<file path="config.mk">
export PLATFORM = sky130hd
export DESIGN_NAME = sync_fifo
export DESIGN_NICKNAME = d
export VERILOG_FILES = /design/src/rtl/sync_fifo.sv
export SDC_FILE = /design/constraint.sdc
export NUM_CORES = 1
export LEC_CHECK = 0
export BUFFER_PORTS_ARGS = -buffer_cell sky130_fd_sc_hd__buf_2
export CAP_MARGIN = 20
export CORE_MARGIN = 2
export CORE_UTILIZATION = 35
export DETAILED_ROUTE_END_ITERATION = 6
export PLACE_DENSITY = 0.63
export SYNTH_ARGS = -nofsm -noshare
export SYNTH_HDL_FRONTEND = slang
export SYNTH_SLANG_ARGS = --single-unit
</file>
<file path="constraint.sdc">
create_clock -name clk -period 3.2 [get_ports clk]
set_input_delay 0 -clock clk [delete_from_list [all_inputs] [get_ports clk]]
set_output_delay 0 -clock clk [all_outputs]
set_load 0.02 [all_outputs]
</file>
<file path="src/rtl/sync_fifo.sv">
// sync_fifo: single-clock show-ahead FIFO with occupancy count and status flags.
//
// Ports:
//   clk          - rising-edge clock, sole clock domain
//   reset        - synchronous active-low reset (0 = reset)
//   wr           - write request; w_data pushed when not full (or when full and popping)
//   w_data       - write data
//   rd           - read request; head word popped when not empty
//   r_data       - current head word, valid whenever empty == 0
//   empty        - count == 0
//   full         - count == DEPTH
//   almost_empty - count <= 1
//   almost_full  - count >= DEPTH-1
//   word_count   - number of stored words, 0..DEPTH
module sync_fifo #(
  parameter int unsigned DATA_WIDTH = 4,
  parameter int unsigned ADDR_WIDTH = 4
) (
  input  logic                  clk,
  input  logic                  reset,
  input  logic                  wr,
  input  logic [DATA_WIDTH-1:0] w_data,
  input  logic                  rd,
  output logic [DATA_WIDTH-1:0] r_data,
  output logic                  empty,
  output logic                  full,
  output logic                  almost_empty,
  output logic                  almost_full,
  output logic [ADDR_WIDTH+1:0] word_count
);

  localparam int unsigned DEPTH = 2 ** ADDR_WIDTH;
  localparam logic [ADDR_WIDTH:0] CntDepth    = (ADDR_WIDTH + 1)'(DEPTH);
  localparam logic [ADDR_WIDTH:0] CntDepthM1  = (ADDR_WIDTH + 1)'(DEPTH - 1);
  localparam logic [ADDR_WIDTH:0] CntOne      = (ADDR_WIDTH + 1)'(1);

  logic [DATA_WIDTH-1:0] r_mem [DEPTH];
  logic [ADDR_WIDTH-1:0] r_wr_ptr;
  logic [ADDR_WIDTH-1:0] r_rd_ptr;
  logic [ADDR_WIDTH:0]   r_count;

  logic                  w_do_wr;
  logic                  w_do_rd;
  logic [ADDR_WIDTH:0]   w_count_d;

  // When full, a simultaneous pop frees the slot, so the write is still accepted.
  // When empty, a simultaneous read is ignored and only the write happens.
  always_comb begin
    w_do_rd = rd & ~empty;
    w_do_wr = wr & (~full | rd);
  end

  always_comb begin
    w_count_d = r_count;
    unique case ({w_do_wr, w_do_rd})
      2'b10:   w_count_d = r_count + CntOne;
      2'b01:   w_count_d = r_count - CntOne;
      default: w_count_d = r_count;
    endcase
  end

  always_ff @(posedge clk) begin
    if (!reset) begin
      r_wr_ptr <= '0;
      r_rd_ptr <= '0;
      r_count  <= '0;
    end else begin
      if (w_do_wr) r_wr_ptr <= r_wr_ptr + 1'b1;
      if (w_do_rd) r_rd_ptr <= r_rd_ptr + 1'b1;
      r_count <= w_count_d;
    end
  end

  // Storage is never cleared; reset only invalidates it through the pointers and count.
  // When full with a simultaneous pop, wr_ptr == rd_ptr: the old head is read out
  // combinationally before this edge overwrites that slot.
  always_ff @(posedge clk) begin
    if (reset && w_do_wr) r_mem[r_wr_ptr] <= w_data;
  end

  always_comb begin
    r_data       = r_mem[r_rd_ptr];
    empty        = (r_count == '0);
    full         = (r_count == CntDepth);
    almost_empty = (r_count <= CntOne);
    almost_full  = (r_count >= CntDepthM1);
    word_count   = {1'b0, r_count};
  end

endmodule

</file>
* Word-level counts from Yosys, hierarchy flattened
Memory sizes are Yosys's and may differ from the RTL's. A register that Yosys moved wholly into a read port is not among the register bits.
Cells that the tools add are included.
** Word-level totals
- Input port bits :: 8
- Memories :: 1
- Flip-flop bits (word level) :: 13
- Memory bits (writable) :: 64
** Memories
- r_mem :: words 16, bits a word 4, read ports 1, clocked after Yosys merged registers in 1, write ports 1, line 37 : logic [DATA_WIDTH-1:0] r_mem [DEPTH];
** Cells by class
- Reduce and logical (&&, ||, !) cells :: 3
- Bitwise logic cells :: 5
- Muxes and demuxes :: 5
- Add/sub/neg operators :: 4
- Magnitude comparators :: 2
- Equal/unequal tests :: 3
** Operators by type and width (count)
- case mux 5 bit (2 select lines) :: 1
- adder 4 x 1 -> 4 bit (second input constant) :: 2
- two-way mux 4 bit :: 2
- adder 5 x 1 -> 5 bit (second input constant) :: 1
- equality test 5 bit (second input constant) :: 1
- greater-or-equal comparator 5 x 4 -> 1 bit (second input constant) :: 1
- <= comparator 5 x 1 -> 1 bit (second input constant) :: 1
- zero test 5 bit :: 1
- subtractor 5 x 1 -> 5 bit (second input constant) :: 1
- bitwise AND 1 bit :: 2
- equality test 2 x 1 -> 1 bit (second input constant) :: 1
- equality test 2 bit (second input constant) :: 1
- two-way mux 1 bit :: 2
- inverter 1 bit :: 2
- nonzero test 2 bit :: 1
- logical AND 1 bit :: 1
- OR 1 bit :: 1

* Logic depth before layout (Yosys ltp)
Gate-level depths: netlist of run 1.
- Word-level depth :: 7
- Gate-level depth with buffers :: 11
- Mapped depth without buffers :: 10

* Least setup slack after synthesis of run 1
OpenSTA, ideal clock, no wires.
- Path type :: reg-to-reg
- From :: reg r_count[0]
- To :: reg r_count[3]
- Clock period less this slack :: 2.395 ns
- Data arrival time :: 2.280 ns
- Slack :: 0.805 ns
- Setup time :: 0.115 ns
- Required time :: 3.085 ns
- Path buffers :: 1
- Stages on the path, launching flop included :: 12
- Cell sequence :: dfxtp_1 inv_1 ha_1 or4b_4 nand2_4 inv_1 ha_1 buf_2 or4b_1 a21oi_1 xor2_1 and2_1
** On the way
- Elaborated cells between the ends (all ways) :: 13
- Those cells by class :: 2 x add/sub; 3 x eq/ne; 1 x mux; 5 x bitwise; 2 x reduce/logical
** RTL lines
- start: declaration :: line 40 : logic [ADDR_WIDTH:0] r_count;
- start signal: assignment :: line 70 : r_count <= w_count_d;
- zero test 5 bit (*) :: line 83 : empty = (r_count == '0);
- inverter 1 bit (*) :: line 49 : w_do_rd = rd & ~empty;
- bitwise AND 1 bit (*) :: line 49
- via w_do_rd :: line 43 : logic w_do_rd;
- equality test 2 x 1 -> 1 bit or equality test 2 bit (tied branches) :: line 55 : unique case ({w_do_wr, w_do_rd})
- case mux 5 bit (2 select lines) or nonzero test 2 bit (tied branches)
The timed path passes the listed nets; every way through them passes the cells marked *.
A chain may end at the register's enable or synchronous reset.

* Worst setup path after layout of run 1
- From :: reg r_count[0]
- To :: reg r_count[3]
** On the way
- Cells in the longest elaborated chain, start to end :: 6
- Elaborated cells between the ends (all ways) :: 13
- Those cells by class :: 2 x add/sub; 3 x eq/ne; 1 x mux; 5 x bitwise; 2 x reduce/logical
** RTL lines
- equality test 5 bit :: line 84 : full = (r_count == CntDepth);
- inverter 1 bit :: line 50 : w_do_wr = wr & (~full | rd);
- OR 1 bit :: line 50
- bitwise AND 1 bit :: line 50
- equality test 2 x 1 -> 1 bit or equality test 2 bit (tied branches) :: line 55
- case mux 5 bit (2 select lines) or nonzero test 2 bit (tied branches)
Several ways; a longest one is shown, not always the timed one.

==> qor.yml, run 1 <==
outcome:
  outcome: "finished, final reports clean"
routing:
  vias: 1850
  vias_per_cell: 4.77
  final_antenna_net_count: 0
  drc_errors: 0
  drt-initial-drc-count: 100
  routedWlPerCell_um: 15.9
  wl_um: 6160
  firstDrtPassIters: 4
clock_network:
  cts_setup_buffers: 0
  holdBufCountCts: 0
  h-tree-depth: 3
  clk_latency_ns: 0.35
  cts_tree: "yes"
  clock-sinks: 81
  cts.clk_slew.worst_paths_ns: 0.07
  clock_path_buffers: 2
  postCtsResizedCells: 0
  cts_made_buffers: 9
  cts_root_buf: "clkbuf_8"
yosys:
  ys_warn_count: 0
  syn_nets: 246
  ys_ff_latch: 81
  synthCells: 227
  ys.flop_type: "edfxtp_1"
  async_reset_ff_share_pct: 0
  synth_edf_count: 64
  syn_area_per_cell_um2: 15.2
  synth.largest_area_cell: "edfxtp_1"
  seq_area_frac_synth_pct: 65.5
  yosys-top-cells-area: "edfxtp_1, mux4_2, dfxtp_1, ha_1, nor2_1"
  synth_top_cell_area_share_pct: 55.7
  ys_types: 41
  synth.cell_area_um2: 3450
setup_path:
  r2r_end: "r_count[3]"
  slowest_stage: "or4b_1"
  start_kind: "register"
  crit_fanout: 9
  rr_startpoint: "r_count[0]"
  r2r_slack_ns: 0.74
  crit_end: "r_count[3]"
  startpoint: "r_count[0]"
  rr_worst_depth: 10
  required_ns: 3.44
  path_class: "reg2reg"
  cp.arrival_ns: 2.70
  critical-path-max-stage-delay_ns: 0.46
  path_cells: "inv_1 -> ha_1 -> nand4bb_1 -> o21a_4 -> inv_1 -> ha_1 -> or4b_1 -> a21oi_1 -> xor2_1 -> and2_1"
  worst_setup_path_end_kind: "register"
power_and_ir_drop:
  pwr-share-comb_pct: 25.4
  power.switching_mw: 0.810
  clkPwrFrac_pct: 28.5
  power_frac_seq_pct: 46.1
  switching_share_pct: 29.0
  ir_worst_vdd_v: 0.000356
  power_leakage_nw: 1.33
  p_per_area_nw_per_um2: 720
  internal_power_mw: 1.99
placement:
  io_buffers: 20
  gp_congestion: 0.724
  dp_hpwl_um: 4250
  dpl_cell_area_um2: 3670
die:
  core_um2: 9680
  rows: 36
  initial_core_util_pct: 35.7
  die_h_um: 103
  die_area_um2: 10700
  ioPinCount: 22
  die_w_um: 103
worst_hold_path:
  hold_start: "reset"
  hp-class: "in2reg"
timing:
  relSlewSlack_pct: 47.0
  timing.hold.ws_ns: 0.0397
  tns_ns: 0
  report.final.setup_viol: 0
  slew_violations: 0
  finalCritPeriodShare_pct: 76.9
  tightest_slew_ns: 0.793
  period_minus_slack_ns: 2.46
  max_freq_ghz: 0.406
  rsz0062_at_grt: "no"
  fin_skew_ns: 0.00753
  hold_viol_final: 0
global_route:
  grt_pass1_vias: 1865
  grt_max_degree: 18
  grt_first_pass_wirelength_um: 9830
  antenna_found_initial: 0
  grt-ovfl-total: 0
  grt_use_total_pct: 12.9
cells_and_area:
  fin_util_pct: 40.2
  syn_to_final_growth_pct: 12.6
  nets: 269
  drive_above_1_share_pct: 22.7
  final_cell_mix: "edfxtp_1, nor2_1, buf_2, dfxtp_1, mux4_2"
  layout_commonest_cell: "edfxtp_1"
  stdcell_area_um2: 3890
  diodes: 0
job:
  drv_cap: 0
## power by group through the flow
stage	Combinational, mW	Clock (mW)	Sequential (mW)
after floorplan	0.592	0	1.27
after global placement	0.715	0	1.31
after detailed placement	0.717	0	1.32
after CTS	0.721	0.811	1.29
final	0.711	0.798	1.29
after global routing	0.782	0.863	1.31
## kinds of logic after synthesis
logic type | after synthesis | share of synthesized area, %
flops | 81 | 65.5
simple gates | 74 | 11.5
mux | 18 | 11.0
buf+inv | 18 | 2.61
compound gates | 17 | 3.48
fa+ha+maj | 11 | 3.99
xor+xnor | 7 | 1.78
other cells | 1 | 0.109
## state kept, by name, indices dropped and copies added, names as in the netlist, named ones only
register,count
r_count,5
r_mem,64
r_rd_ptr,4
r_wr_ptr,4
## cell type report
cell class / instances / area, um2
clock buffers: 15 / 188
clock inverters: 1 / 30.0
fillers: 893 / 5800
inverters: 9 / 33.8
multi-input cells: 128 / 1100
flip-flops and latches: 81 / 2260
well taps: 133 / 166
repair buffers: 21 / 108
## metal layers
| layer | track usage [%] | up-vias | wire (um) |
|---|---|---|---|
| met1 | 16.4 | 904 | 2670 |
| li1 | - | 887 | - |
| met5 | 0 | - | 0 |
| met2 | 20.9 | 49 | 3130 |
| met4 | 5.77 | 0 | 108 |
| met3 | 3.43 | 10 | 258 |
## metrics by stage
stage | cells | power [mW] | worst slack (ns)
after floorplan | 227 | 1.86 | 0.805
after global placement | 372 | 2.03 | 0.787
after detailed placement | 372 | 2.03 | 0.755
after CTS | 388 | 2.83 | 0.736
after global routing | 388 | 2.95 | 0.517
final | 388 | 2.80 | 0.740
## cell usage after synthesis (2+ instances only)
cell type	instances
edfxtp_1	64
nor2_1	20
dfxtp_1	17
mux4_2	16
nand2_1	14
ha_1	11
nand3_1	11
and2_1	9
inv_1	9
xnor2_1	6
a22oi_1	4
a21boi_0	3
buf_2	3
clkbuf_1	3
o21ai_0	3
a21oi_1	2
and3_1	2
buf_6	2
mux2i_1	2
nand3_2	2
nor2b_1	2
or2_2	2
or3_1	2
## worst max-delay path: cells and delay by family (launching register included)
kind / cells / cell delay [ns]
xor+xnor: 1 / 0.08
compound gates: 2 / 0.41
buf+inv: 2 / 0.22
simple gates: 3 / 0.76
flops: 1 / 0.40
fa+ha+maj: 2 / 0.49
## how the worst min path moves through the flow
stage / end / slack, ns / depth (start not counted)
2_1_floorplan: r_mem[0][0] / 0.1 / 0
4_1_cts: r_rd_ptr[1] / 0.03 / 3
3_3_place_gp: r_rd_ptr[1] / 0.40 / 3
3_5_place_dp: r_count[2] / 0.41 / 2
6_report: r_count[2] / 0.04 / 2
5_1_grt: r_rd_ptr[1] / 0.04 / 3
No activity file was read; power rests on OpenSTA's default activity.
==> run 2: changes to the inputs <==
- ABC_AREA: not set -> 1
- PLACE_DENSITY: 0.63 -> 0.64
- clock period: 3.2 -> 2.1 ns (I/O delays scaled with it)
==> run 2 against run 1 <==
Area after synthesis grew 13%. Synthesized cell count grew 81%. Wire length grew 25%. Non-clock buffer count grew 4. Global-route usage grew 0.88 points.
==> qor.yml, run 2 <==
worst_hold_path:
  hp-class: "in2reg"
routing:
  drt-initial-drc-count: 113
  final_antenna_net_count: 0
  vias: 2620
  routedWlPerCell_um: 13.3
  vias_per_cell: 4.53
  wl_um: 7710
  drc_errors: 0
  firstDrtPassIters: 4
yosys:
  synth_edf_count: 64
  synth_common_cells: "nand2_1, inv_1, edfxtp_1"
  yosys.cell_count.top_type: "nand2_1"
  synth_top_cell_area_share_pct: 49.4
  syn_area_per_cell_um2: 9.47
  async_reset_ff_share_pct: 0
  syn_nets: 430
  synthCells: 411
  ys.flop_type: "edfxtp_1"
  ys_ff_latch: 81
  synth.cell_area_um2: 3890
  synth.largest_area_cell: "edfxtp_1"
  ys_warn_count: 0
  ys_types: 29
  seq_area_frac_synth_pct: 58.1
  yosys-top-cells-area: "edfxtp_1, nand2_1, dfxtp_1, nand3_1, inv_1"
timing:
  rsz0062_at_grt: "no"
  fin_skew_ns: 0.0113
  tns_ns: 0
  max_freq_ghz: 0.513
  period_minus_slack_ns: 1.95
  report.final.setup_viol: 0
  timing.hold.ws_ns: 0.0361
  finalCritPeriodShare_pct: 92.8
  hold_viol_final: 0
  slew_violations: 0
setup_path:
  startpoint: "r_count[1]"
  cp.arrival_ns: 2.20
  r2r_slack_ns: 0.15
  rr_worst_depth: 13
  slowest_stage: "dfxtp_2"
  critical-path-max-stage-delay_ns: 0.35
  crit_fanout: 6
  required_ns: 2.35
  r2r_end: "r_count[4]"
  crit_end: "r_count[4]"
  path_class: "reg2reg"
  path_cells: "inv_1 -> ha_1 -> nand2_2 -> inv_2 -> nand3b_4 -> nand2_8 -> ha_2 -> inv_1 -> o21ai_2 -> a21oi_2 -> nand2_1 -> nand2_1 -> nor2_1"
  worst_setup_path_end_kind: "register"
  start_kind: "register"
  rr_startpoint: "r_count[1]"
global_route:
  grt_use_total_pct: 13.8
  grt-ovfl-total: 0
  grt_max_degree: 33
  antenna_found_initial: 0
  grt_first_pass_wirelength_um: 12400
  grt_pass1_vias: 2538
cells_and_area:
  final_cell_mix: "nand2_1, inv_1, edfxtp_1, nand3_1, nor2_1"
  largest_reg_flops: 64
  drive_above_1_share_pct: 14.8
  num-fill-cells: 1090
  layout_commonest_cell: "nand2_1"
  diodes: 0
  nets: 452
  syn_to_final_growth_pct: 11.0
  reg.largest.list: "r_mem: 64 flops, r_count: 5 flops"
  regMostFlops: "r_mem"
power_and_ir_drop:
  clkPwrFrac_pct: 26.9
  power_leakage_nw: 1.89
  power_frac_seq_pct: 40.8
  power.switching_mw: 1.75
  switching_share_pct: 36.7
  p_per_area_nw_per_um2: 1100
  internal_power_mw: 3.02
  pwr-share-comb_pct: 32.3
  ir_worst_vdd_v: 0.000617
die:
  die_area_um2: 12000
  die_h_um: 109
  rows: 38
  die_w_um: 109
  core_um2: 10800
  initial_core_util_pct: 35.9
  ioPinCount: 22
outcome:
  outcome: "finished, final reports clean"
clock_network:
  cts.clk_slew.worst_paths_ns: 0.09
  cts_root_buf: "clkbuf_8"
  cts_made_buffers: 9
  clk_latency_ns: 0.36
  cts_tree: "yes"
  clock_path_buffers: 2
  h-tree-depth: 3
  clock-sinks: 81
placement:
  dp_hpwl_um: 5250
  gp_congestion: 0.861
  io_buffers: 20
job:
  drv_cap: 0
## run 2: worst min-delay path by stage
stage | startpoint | to | slack, ns | cells after the start
2_1_floorplan | w_data[0] | r_mem[0][0] | 0.1 | 0
3_5_place_dp | wr | r_wr_ptr[2] | 0.37 | 3
5_1_grt | w_data[0] | r_mem[2][0] | 0.04 | 1
6_report | w_data[0] | r_mem[11][0] | 0.04 | 1
4_1_cts | rd | register | 0.03 | 4
3_3_place_gp | wr | r_wr_ptr[2] | 0.37 | 3
## run 2: worst max-delay path, delay by kind of cell (launching register included)
kind            cells  cell delay, ns
flops               1            0.35
compound gates      2            0.22
fa+ha+maj           2            0.51
simple gates        6            0.47
buf+inv             3            0.31
## run 2: per-stage QoR
stage          utilization (%)  instances  instance area (um2)  total power [mW]  setup slack (ns)
5_1_grt                   39.8        578                 4320              5.06            0.0311
2_1_floorplan                -        411                 3890              3.18            0.0437
4_1_cts                   39.8        578                 4320              4.79            0.0587
3_3_place_gp              37.6        560                 4070              3.48             0.157
3_5_place_dp              37.6        560                 4070              3.51            0.0690
6_report                  39.8        578                 4320              4.76             0.151
## run 2: per-layer routing
| layer | share of wire, % | track usage, % | up-vias |
|---|---|---|---|
| li1 | - | - | 1349 |
| met1 | 47 | 17.6 | 1212 |
| met2 | 48 | 22.5 | 51 |
| met3 | 3.9 | 3.97 | 8 |
| met4 | 1.1 | 4.34 | 0 |
| met5 | 0 | 0 | - |
## run 2: power groups by stage
stage / Sequential (mW) / Clock (mW) / Combinational, mW
4_1_cts: 1.94 / 1.31 / 1.54
2_1_floorplan: 1.98 / 0 / 1.20
3_5_place_dp: 1.98 / 0 / 1.53
6_report: 1.94 / 1.28 / 1.54
3_3_place_gp: 1.97 / 0 / 1.50
5_1_grt: 1.96 / 1.37 / 1.73
## run 2: final cells by class
cell class,instances,area (um2),area share (%)
Sequential cell,81,2260,52.4
Multi-Input combinational cell,242,1230,28.4
Inverter,74,288,6.66
Tap cell,140,175,4.06
Timing Repair Buffer,25,143,3.30
Clock buffer,9,124,2.87
Clock inverter,7,100,2.32
## run 2: logic make-up after synthesis
kind of cell,count (synthesis),share of synthesized area (%)
buffers and inverters,88,10.4
xor gates and xnor gates,3,0.675
adders and majority gates,11,3.54
other,1,0.0964
DFF,81,58.1
and+or+nand+nor,211,24.8
AOI/OAI and AO/OA,16,2.35
## run 2: timing repair
item / CTS / global route
hold endpoints to repair: 5 / 0
setup buffers: 0 / 0
resized for setup: 0 / 2
setup endpoints to repair: 0 / 3
hold buffers: 2 / 0
==> run 3: changes to the inputs <==
- CELL_PAD_IN_SITES_DETAIL_PLACEMENT: not set -> 0
- CELL_PAD_IN_SITES_GLOBAL_PLACEMENT: not set -> 1
- PLACE_DENSITY: 0.64 -> 0.76
==> run 3 against run 2 <==
Hold slack gained 0.00053 ns. Core utilization fell by 0.28 points. Flip-flop and latch count is the same. First-iteration DRC count increased by 2.7%. Critical path type unchanged. Largest cell class unchanged. Largest power group unchanged.
==> qor.yml, run 3 (synthesized netlist as in run 2, its figures left out) <==
placement:
  place_ws_ns: 0.178
  io_buffers: 20
  dp_hpwl_um: 5290
  placed_cells: 561
  gp_congestion: 0.837
cells_and_area:
  num-fill-cells: 1090
  diodes: 0
  syn_to_final_growth_pct: 10.2
  regMostFlops: "r_mem"
  nets: 453
  layout.area.seq_um2: 2260
  fin_cells: 579
  drive_above_1_share_pct: 15.3
  fin_util_pct: 39.6
  layout_commonest_cell: "nand2_1"
  multi_input_area_um2: 1230
  final_cell_mix: "nand2_1, inv_1, edfxtp_1, nand3_1, nor2_1"
  reg.largest.list: "r_mem: 64 flops, r_count: 5 flops"
  largest_reg_flops: 64
global_route:
  antenna_found_initial: 0
  grt-ovfl-total: 0
  grt_max_degree: 33
  grt_pass1_vias: 2630
  grt_use_total_pct: 14.7
  grt_first_pass_wirelength_um: 13200
routing:
  routedWlPerCell_um: 13.7
  firstDrtPassIters: 4
  vias_per_cell: 4.62
  drt-initial-drc-count: 116
  drc_errors: 0
  wl_met3_um: 449
  final_antenna_net_count: 0
  vias: 2673
  wl_um: 7910
  wl_met1_um: 3660
  dr_wl_met2_um: 3660
  highest-signal-layer: "met4"
die:
  die_w_um: 109
  initial_core_util_pct: 35.9
  rows: 38
  die_h_um: 109
  die_area_um2: 12000
  ioPinCount: 22
  core_um2: 10800
timing:
  rsz0062_at_grt: "no"
  slew_violations: 0
  finalCritPeriodShare_pct: 87.9
  layout_setup_ws_ns: 0.254
  tns_ns: 0
  fin_skew_ns: 0.0130
  period_minus_slack_ns: 1.85
  max_freq_ghz: 0.542
  report.final.setup_viol: 0
  hold_viol_final: 0
clock_network:
  cts_root_buf: "clkbuf_8"
  cts_setup_buffers: 0
  clock-sinks: 81
  clock_path_buffers: 2
  cts_tree: "yes"
  cts_made_buffers: 9
  h-tree-depth: 3
  clk_latency_ns: 0.36
  cts.clk_slew.worst_paths_ns: 0.08
power_and_ir_drop:
  power.total_mw: 4.61
  power_leakage_nw: 1.88
  ir_worst_vdd_v: 0.000680
  p_per_area_nw_per_um2: 1080
setup_path:
  crit_fanout: 5
  required_ns: 2.39
  cp.arrival_ns: 2.14
  start_kind: "register"
  worst_setup_path_end_kind: "register"
  path_class: "reg2reg"
job:
  drv_cap: 0
worst_hold_path:
  hp-class: "in2reg"
outcome:
  outcome: "finished, final reports clean"
[run 3: cell count changes in the layout (fill, tap and decap cells not counted), moves of 2 or more]
cell / change
clkinv_2: +2
inv_2: +2
inv_4: +2
inv_1: -2
inv_6: -3
[run 3: what timing repair did]
action / CTS / global route
hold buffers: 2 / 0
hold endpoints to repair: 3 / 0
gates resized for setup: 0 / 4
endpoints found under the setup margin: 0 / 2
[run 3: critical path, stage by stage (launching register included)]
cell and delay, ns:
dfxtp_1 0.32, inv_2 0.09, ha_2 0.20, nand2_2 0.07, inv_2 0.08, nand3b_4 0.12
nand2_8 0.11, ha_2 0.30, inv_1 0.11, o21ai_2 0.09, o21ai_0 0.15, nand2_1 0.07
nor2_1 0.09
[run 3: through the flow]
stage / instance area (um2) / hold WS, ns
after global placement: 4080 / 0.368
after global routing: 4290 / 0.0456
after detailed placement: 4080 / 0.375
after CTS: 4280 / 0.0200
final: 4290 / 0.0366
after floorplan: 3890 / 0.0989
[run 3: layout make-up]
type / count / area share (%)
Clock buffer: 10 / 2.98
Clock inverter: 6 / 1.34
Inverter: 74 / 6.71
Multi-Input combinational cell: 242 / 28.6
Sequential cell: 81 / 52.7
Tap cell: 140 / 4.08
Timing Repair Buffer: 26 / 3.50
[run 3: final timing paths]
path | from | endpoint | slack [ns] | cells after the start
setup / recovery | r_count[1] | r_count[2] | 0.25 | 12
hold / removal | rd | r_rd_ptr[2] | 0.04 | 4
setup reg to reg | r_count[1] | r_count[2] | 0.25 | 12
hold reg to reg | r_count[0] | r_count[0] | 0.51 | 2
[run 3: report_power, final]
part	switching [mW]	internal, mW	total [mW]
Combinational	1.08	0.530	1.61
Sequential	0.0916	1.82	1.91
Clock	0.543	0.545	1.09
[run 3: routing by layer]
layer  vias to the layer above  GRT usage [%]
met4                         0           5.79
met5                         -              0
li1                       1354              -
met1                      1223           19.7
met3                        13           3.50
met2                        83           23.0
